`src/rtl/cpu_sequencer_pkg.sv`:
```
// Shared types and defaults for the CPU control sequencer.
// Holds the FSM state encodings, parameter defaults and the branch-decision helper.
package cpu_sequencer_pkg;

    typedef enum logic [2:0] {
        SEQ_RESET     = 3'd0,
        SEQ_FETCH     = 3'd1,
        SEQ_DECODE    = 3'd2,
        SEQ_EXECUTE   = 3'd3,
        SEQ_WRITEBACK = 3'd4,
        SEQ_HALT      = 3'd5
    } seq_state_e;

    localparam logic [31:0] RESET_PC_DEFAULT      = 32'd0;
    localparam int unsigned FETCH_TIMEOUT_DEFAULT = 16;

    // A jump is taken when it is unconditional, or conditional with differing operands.
    function automatic logic branch_taken(input logic do_jump,
                                          input logic alu_jump,
                                          input logic alu_ne);
        return do_jump & (~alu_jump | alu_ne);
    endfunction

endpackage

```
`src/rtl/cpu_sequencer_next_pc.sv`:
```
// Combinational next-PC selection: jump target as-is when taken, else pc+1 (mod 2^32).
module cpu_next_pc
    import cpu_sequencer_pkg::*;
(
    input  logic        do_jump,
    input  logic        alu_jump,
    input  logic        alu_ne,
    input  logic [31:0] jump_address,
    input  logic [31:0] pc,
    output logic        taken,
    output logic [31:0] next_pc
);

    assign taken   = branch_taken(do_jump, alu_jump, alu_ne);
    assign next_pc = taken ? jump_address : pc + 32'd1;

endmodule

```
`src/rtl/cpu_sequencer.sv`:
```
// Multi-cycle control sequencer: FETCH -> DECODE -> EXECUTE -> WRITEBACK, with HALT.
// Optional fetch watchdog and retire counter are enabled by defining CPU_SEQ_WATCHDOG_EN.
module cpu_sequencer
    import cpu_sequencer_pkg::*;
#(
    parameter logic [31:0] RESET_PC      = RESET_PC_DEFAULT,
    parameter int unsigned FETCH_TIMEOUT = FETCH_TIMEOUT_DEFAULT
) (
    input  logic        clk,
    input  logic        reset,
    output logic        imem_req,
    output logic [31:0] imem_addr,
    input  logic        imem_ack,
    input  logic [31:0] imem_rdata,
    output logic [31:0] instruction,
    input  logic        do_jump,
    input  logic        alu_jump,
    input  logic [31:0] jump_address,
    input  logic        write_enable,
    input  logic        alu_ne,
    input  logic        halt_req,
    output logic        rf_we,
    output logic [31:0] pc,
`ifdef CPU_SEQ_WATCHDOG_EN
    output logic [31:0] retired,
`endif
    output logic        halted,
    output logic        fault
);

    seq_state_e  state;
    seq_state_e  state_next;
    logic        fetch_done;
    logic        wd_expired;
    logic        taken_c;
    logic [31:0] next_pc_c;
    logic [31:0] next_pc_q;

    // imem_req is only high in FETCH, so this is the one place an ack is honoured.
    assign fetch_done = (state == SEQ_FETCH) && imem_req && imem_ack;
    assign imem_addr  = pc;

    cpu_next_pc u_next_pc (
        .do_jump      (do_jump),
        .alu_jump     (alu_jump),
        .alu_ne       (alu_ne),
        .jump_address (jump_address),
        .pc           (pc),
        .taken        (taken_c),
        .next_pc      (next_pc_c)
    );

    // The branch decision is captured through next_pc_q; taken is kept on the
    // sub-module boundary for visibility only.
    logic unused_taken;
    assign unused_taken = taken_c;

    // State register; reset overrides every other event in the cycle.
    always_ff @(posedge clk) begin
        // NOTE: sequential state uses non-blocking assignments so every flop samples pre-edge values.
        if (reset) state <= SEQ_RESET;
        else       state <= state_next;
    end

    // Next-state logic.
    always_comb begin
        // NOTE: default assignment first so no path leaves state_next unassigned (no latch).
        state_next = state;
        unique case (state)
            SEQ_RESET:     state_next = SEQ_FETCH;
            SEQ_FETCH: begin
                if (fetch_done)      state_next = SEQ_DECODE;
                else if (wd_expired) state_next = SEQ_HALT;
            end
            SEQ_DECODE:    state_next = SEQ_EXECUTE;
            SEQ_EXECUTE:   state_next = SEQ_WRITEBACK;
            SEQ_WRITEBACK: state_next = halt_req ? SEQ_HALT : SEQ_FETCH;
            SEQ_HALT:      state_next = SEQ_HALT;
            default:       state_next = SEQ_RESET;
        endcase
    end

    // Combinational outputs decoded from the current state.
    always_comb begin
        rf_we  = (state == SEQ_WRITEBACK) && write_enable && !do_jump;
        halted = (state == SEQ_HALT);
    end

    // Datapath: registered fetch request, IR, latched branch result and PC.
    always_ff @(posedge clk) begin
        if (reset) begin
            imem_req    <= 1'b0;
            // NOTE: IR is a real reset flop (not an uninitialised store) so the decoder sees 0 out of reset.
            instruction <= '0;
            next_pc_q   <= RESET_PC;
            pc          <= RESET_PC;
        end else begin
            imem_req <= (state_next == SEQ_FETCH);
            if (fetch_done)
                instruction <= imem_rdata;
            if (state == SEQ_EXECUTE)
                next_pc_q <= next_pc_c;
            if (state == SEQ_WRITEBACK)
                pc <= next_pc_q;
        end
    end

`ifdef CPU_SEQ_WATCHDOG_EN
    logic [31:0] wd_count;
    logic        fault_q;

    // The limit cycle only faults if no ack arrives in it; a same-cycle ack wins.
    assign wd_expired = (state == SEQ_FETCH) && !fetch_done &&
                        (wd_count == 32'(FETCH_TIMEOUT - 1));
    assign fault      = fault_q;

    // Fetch watchdog, sticky fault flag and retire counter.
    always_ff @(posedge clk) begin
        if (reset) begin
            wd_count <= '0;
            fault_q  <= 1'b0;
            retired  <= '0;
        end else begin
            if (state != SEQ_FETCH) wd_count <= '0;
            else if (!fetch_done)   wd_count <= wd_count + 32'd1;
            if (wd_expired)
                fault_q <= 1'b1;
            if (state == SEQ_WRITEBACK)
                retired <= retired + 32'd1;
        end
    end
`else
    assign wd_expired = 1'b0;
    assign fault      = 1'b0;

    // The timeout only matters when the watchdog is built in.
    logic unused_fetch_timeout;
    assign unused_fetch_timeout = (FETCH_TIMEOUT != 0);
`endif

endmodule

```
`config.mk`:
```
export PLATFORM = sky130hd
export DESIGN_NAME = cpu_sequencer
export DESIGN_NICKNAME = d
export VERILOG_FILES = /design/src/rtl/cpu_sequencer_pkg.sv /design/src/rtl/cpu_sequencer_next_pc.sv /design/src/rtl/cpu_sequencer.sv
export SDC_FILE = /design/constraint.sdc
export NUM_CORES = 1
export LEC_CHECK = 0
export CAP_MARGIN = 25
export CORE_AREA = 5 5 80 138
export CTS_CLUSTER_DIAMETER = 150
export DETAILED_ROUTE_END_ITERATION = 10
export DIE_AREA = 0 0 85 143
export PLACE_DENSITY_LB_ADDON = 0.2
export SLEW_MARGIN = 10
export SYNTH_ARGS = -nofsm -noshare
export SYNTH_HDL_FRONTEND = slang
export SYNTH_SLANG_ARGS = --single-unit
```
`constraint.sdc`:
```
create_clock -name clk -period 3.4 [get_ports clk]
set_clock_uncertainty 0.15 [all_clocks]
set_input_delay 0.68 -clock clk [delete_from_list [all_inputs] [get_ports clk]]
set_output_delay 0.68 -clock clk [all_outputs]
set_load 0.01 [all_outputs]
```
* After elaboration in Yosys (flattened, before gate mapping) *
Cells that the tools add are included.

storage, ports and cells
  input port bits = 72
  logic and storage cells = 25
  register bits after elaboration = 100
  output and inout bits = 100

cells by class
  bitwise logic cells = 3
  reduce and logical (&&, ||, !) cells = 6
  $add $sub $neg = 1
  muxes and demuxes = 4
  equal/unequal tests = 6

operator list
  operator                 number
  $add A32 B1 Y32 const B  1
  $mux W32                 1
  $pmux W3 S6              1
  $eq A3 B1 Y1 const B     2
  $eq A3 B2 Y1 const B     2
  $eq A3 B3 Y1 const B     2
  $mux W3                  2
  $logic_and A1 B1 Y1      4
  $logic_not A3 Y1         1
  $and A1 B1 Y1            1
  $logic_not A1 Y1         1
  $not A1 Y1               1
  $or A1 B1 Y1             1

* Depth between registers and ports, before layout *
  depth in word-level cells = 6
  mapped depth = 7
  depth with buffers taken out = 6

* Hierarchy *
A second synthesis with hierarchy kept.

unflattened totals
  cells, all modules = 615
  area, all modules = 5241.3 µm²

by module, submodules not included
  module         cells each  area each (µm²)  seq. area each (µm²)  times used
  cpu_sequencer  438         4222.8           2001.9                1
  cpu_next_pc    177         1018.5           0.0                   1

* Worst setup path after synthesis *
Ideal clock, no wire load.

  path kind = register to output
  start point = register state[1]
  end point = output rf_we
  data arrival time = 1.246 ns
  data required time = 2.570 ns
  path slack = 1.324 ns
  stages on the path, launching flop included = 6
  path through = dfxtp_1 > clkbuf_1 > inv_1 > nand3_1 > clkbuf_1 > nor3b_1

on the way
  cells in the longest elaborated chain, start to end = 3

RTL lines
  element                            line                 source
  start: declaration                 cpu_sequencer.sv:31  seq_state_e state;
  start signal: assignment           cpu_sequencer.sv:62  else state <= state_next;
  $eq A3 B3 Y1                       cpu_sequencer.sv:85  rf_we = (state == SEQ_WRITEBACK) && write_enable && !do_jump;
  $logic_and A1 B1 Y1 (2 in series)  cpu_sequencer.sv:85
  end: declaration                   cpu_sequencer.sv:22  output logic rf_we,

Every way passes these cells.

* Worst setup path in the final report *
  start point = input do_jump
  end point = output rf_we

on the way
  cells in the longest elaborated chain, start to end = 2

RTL lines
  element              line                 source
  start: declaration   cpu_sequencer.sv:16  input logic do_jump,
  $logic_not A1 Y1     cpu_sequencer.sv:85
  $logic_and A1 B1 Y1  cpu_sequencer.sv:85

Every way passes these cells.

==> summary.txt <==
==================================================================================================
Total global routing overflow                                                                    0
Initial cell density of the core                                                             0.470
Routed via count                                                                              4463
Synth Instances                                                                                578
Pin count of the biggest net entering global routing                                            61
Post-synthesis cell area                                                                  4570 µm²
Count of buffers inserted at the top-level ports                                               170
Total negative setup slack                                                                    0 ps
Vias/cell                                                                                     5.40
Cell area power density                                                                 371 nW/µm²
Post-placement setup slack                                                                  638 ps
Antenna Violating Nets Remaining                                                                 0
Syn Nets                                                                                       651
Detailed-routed wire length on met3                                                        1.14 mm
TritonCTS Buffers                                                                                9
Maximum achievable frequency                                                               362 MHz
Count of final hold-check violations                                                             0
Capturing element type of the critical path                                            output port
FP Rows                                                                                         48
Final worst setup slack                                                                     639 ps
Met1 WL                                                                                    4.91 mm
Dominant cell type by area after synthesis                                            sky130_fd_sc_hd__dfxtp_1
Element type at the critical path start                                               primary input
DR iter-0 viols                                                                                259
Chip height                                                                                 143 µm
Class of the most critical setup path                                                 primary input to output port
Worst flop-to-flop path startpoint                                                    imem_addr[0]$_SDFFE_PP0N_
Longest Clk Path Bufs                                                                            2
Depth of the worst register-to-register path                                                     6
Worst-Margin Slew                                                                           747 ps
Final routed DRC violation total                                                                 0
Synthesized flop and latch total                                                               100
Share of the cycle needed by the critical path after routing                                 0.812
Final Routed Wirelength                                                                    13.3 mm
Full die area                                                                            12200 µm²
Routability cong.                                                                            0.768
Worst-path fanout max                                                                            5
Worst Setup EP                                                                               rf_we
Inserted Diodes                                                                                  0
Top Layer Used                                                                                met4
P_leak                                                                                  0.00209 µW
Synth top area cells                                                                  sky130_fd_sc_hd__dfxtp_1 (44%), sky130_fd_sc_hd__nand2_1 (13%), sky130_fd_sc_hd__a21oi_1 (8.9%)
Register-to-register setup slack                                                            950 ps
Post-DR wirelength/cell                                                                    16.0 µm
Crit path from                                                                             do_jump
Synthesis-to-layout area growth                                                              39.2%
First-pass GRT wire length                                                                 21.0 mm
Number of nets at the end of the flow                                                          770
Cell Count, Final, Fillers Out                                                                 827
Clock Sinks                                                                                    100
Number of warning messages in the yosys log                                                      0
Met2 WL post-DR                                                                            7.03 mm
Boundary Pins                                                                                  172
Number of antenna violations at the first check in global routing                                0
Root buf cell                                                                         sky130_fd_sc_hd__clkbuf_16
Maximum level of the CTS H-tree                                                                  3
Max-slew headroom                                                                            0.501
Number of distinct library cells after synthesis                                                43
Top cell types by occurrence after synthesis                                          sky130_fd_sc_hd__nand2_1 (154), sky130_fd_sc_hd__dfxtp_1 (100), sky130_fd_sc_hd__a21oi_1 (81)
Placed wire-length estimate                                                                9.46 mm
Clock transition time at the flip-flop clock pins of the worst setup and hold paths          70 ps
Critical Path RT                                                                           2570 ps
Part of the Yosys area used for sequential elements                                          0.438
Peak VDD IR                                                                               0.275 mV
Number of resized instances in the post-cts repair step                                          0
Fraction of synthesized cell area taken by the top area cell type                            0.438
Number of global-route vias before repair                                                     4301
Arr. time, crit path                                                                       1930 ps
Core Footprint                                                                            9730 µm²
Power, Total                                                                               2360 µW
Cts hold-fix bufs                                                                                0
Post-synthesis async set-or-reset flop share                                                     0
Total instance count after detailed placement                                                  811
Mean instance size in the synthesized netlist                                             7.91 µm²
Dominant cell by count in the synthesized netlist                                     sky130_fd_sc_hd__nand2_1
Clock tree from TritonCTS                                                                    built
End-of-flow core utilization                                                                 0.654
Worst reg2reg path endpoint                                                           next_pc_q[26]$_SDFFE_PP0N_
Die W                                                                                        85 µm
Global router's overall resource usage                                                       0.214
EDFF count, synth                                                                                0
Clk Latency, worst-skew pair                                                                340 ps
Postcts setup bufs                                                                               0
Final-report max-slew violation count                                                            0
Final critical-path required period                                                        2760 ps
Number of maximum-capacitance violations                                                         0
Top flip-flop cell by instance count after synthesis                                  sky130_fd_sc_hd__dfxtp_1
Fraction of final layout cells with drive strength greater than 1                           0.0484
Unrepaired setup endpoints after global routing                                              false
Final setup violation count                                                                      0
Min-Delay Path Class                                                                  register to register
Detailed Routing Iterations Pass 1                                                               5
Run status                                                                            complete, no violations
Fillers                                                                                        881
==================================================================================================
[logic make-up after synthesis]
| logic type | after synthesis | share of synthesized area |
|---|---|---|
| buffers and inverters | 81 | 0.0971 |
| xor gates and xnor gates | 27 | 0.0517 |
| and+or+nand+nor | 232 | 0.233 |
| DFF | 100 | 0.438 |
| adders and majority gates | 1 | 0.00273 |
| other | 1 | 0.000820 |
| AOI/OAI and AO/OA | 136 | 0.177 |
[state kept, by name, indices dropped and copies added, names as in the netlist]
| name | cells |
|---|---|
| instruction | 32 |
| imem_req | 1 |
| imem_addr | 32 |
| next_pc_q | 32 |
| state | 3 |
[per-stage QoR]
stage | area, µm² | hold WS, ps
3_5_place_dp | 6100 | 296
6_report | 6370 | 304
2_1_floorplan | 4570 | 282
5_1_grt | 6370 | 318
4_1_cts | 6370 | 304
3_3_place_gp | 6100 | 287
[placed cells by master, fill, tap and decap left out, types with 2 or more instances in the layout]
cell,count
sky130_fd_sc_hd__nand2b_1,2
sky130_fd_sc_hd__nand4_1,4
sky130_fd_sc_hd__clkinv_2,4
sky130_fd_sc_hd__buf_4,11
sky130_fd_sc_hd__o21a_1,4
sky130_fd_sc_hd__a22oi_1,17
sky130_fd_sc_hd__nand2_1,154
sky130_fd_sc_hd__and3_1,3
sky130_fd_sc_hd__xnor2_1,19
sky130_fd_sc_hd__a21oi_1,81
sky130_fd_sc_hd__a211oi_1,2
sky130_fd_sc_hd__nor4b_1,2
sky130_fd_sc_hd__nor2_1,21
sky130_fd_sc_hd__and4_1,5
sky130_fd_sc_hd__inv_1,9
sky130_fd_sc_hd__or3_1,2
sky130_fd_sc_hd__dfxtp_1,100
sky130_fd_sc_hd__o211ai_1,3
sky130_fd_sc_hd__clkdlybuf4s50_1,169
sky130_fd_sc_hd__nor4_2,2
sky130_fd_sc_hd__nor3_1,12
sky130_fd_sc_hd__o21ai_0,6
sky130_fd_sc_hd__xor2_1,8
sky130_fd_sc_hd__clkbuf_16,9
sky130_fd_sc_hd__a222oi_1,4
sky130_fd_sc_hd__nor4_1,4
sky130_fd_sc_hd__a211o_1,2
sky130_fd_sc_hd__o22ai_1,13
sky130_fd_sc_hd__nand3_1,11
sky130_fd_sc_hd__nor4_4,2
[critical path: stages]
cell and delay (ps):
sky130_fd_sc_hd__clkdlybuf4s50_1 480, sky130_fd_sc_hd__nor3b_1 210, sky130_fd_sc_hd__clkdlybuf4s50_1 560
[worst min-delay path by stage]
stage	slack (ps)	endpoint	cells past startpoint	start
finish	300	next_pc_q[4]$_SDFFE_PP0N_	2	next_pc_q[4]$_SDFFE_PP0N_
global route	320	imem_addr[8]$_SDFFE_PP0N_	2	next_pc_q[8]$_SDFFE_PP0N_
CTS	300	imem_addr[12]$_SDFFE_PP0N_	2	next_pc_q[12]$_SDFFE_PP0N_
detailed placement	300	next_pc_q[4]$_SDFFE_PP0N_	2	next_pc_q[4]$_SDFFE_PP0N_
global placement	290	imem_addr[17]$_SDFFE_PP0N_	2	next_pc_q[17]$_SDFFE_PP0N_
floorplan	280	imem_addr[13]$_SDFFE_PP0N_	2	next_pc_q[13]$_SDFFE_PP0N_
[cell type report]
class / count / area (µm²) / area share
multi-input combinational: 397 / 2130 / 0.335
sequential: 100 / 2000 / 0.314
timing repair buffer: 180 / 1770 / 0.279
clock buffer: 11 / 243 / 0.0381
tap: 125 / 156 / 0.0246
inverter: 9 / 33.8 / 0.00531
clock inverter: 5 / 27.5 / 0.00432
[metal layers]
metal  global-route usage  vias up
met1                0.228     2097
met2                0.394      173
met4               0.0634        0
li1                     -     2177
met3               0.0704       16
met5                    0        -
[where the power goes]
group | total, µW | switching, µW | leakage (µW) | internal, µW
sequential | 1200 | 12.1 | 0.000808 | 1190
combinational | 209 | 91.7 | 0.00115 | 118
clock | 950 | 438 | 0.000135 | 512
total | 2360 | 542 | 0.00209 | 1820
Note: power is estimated with default switching activity, not from simulation.
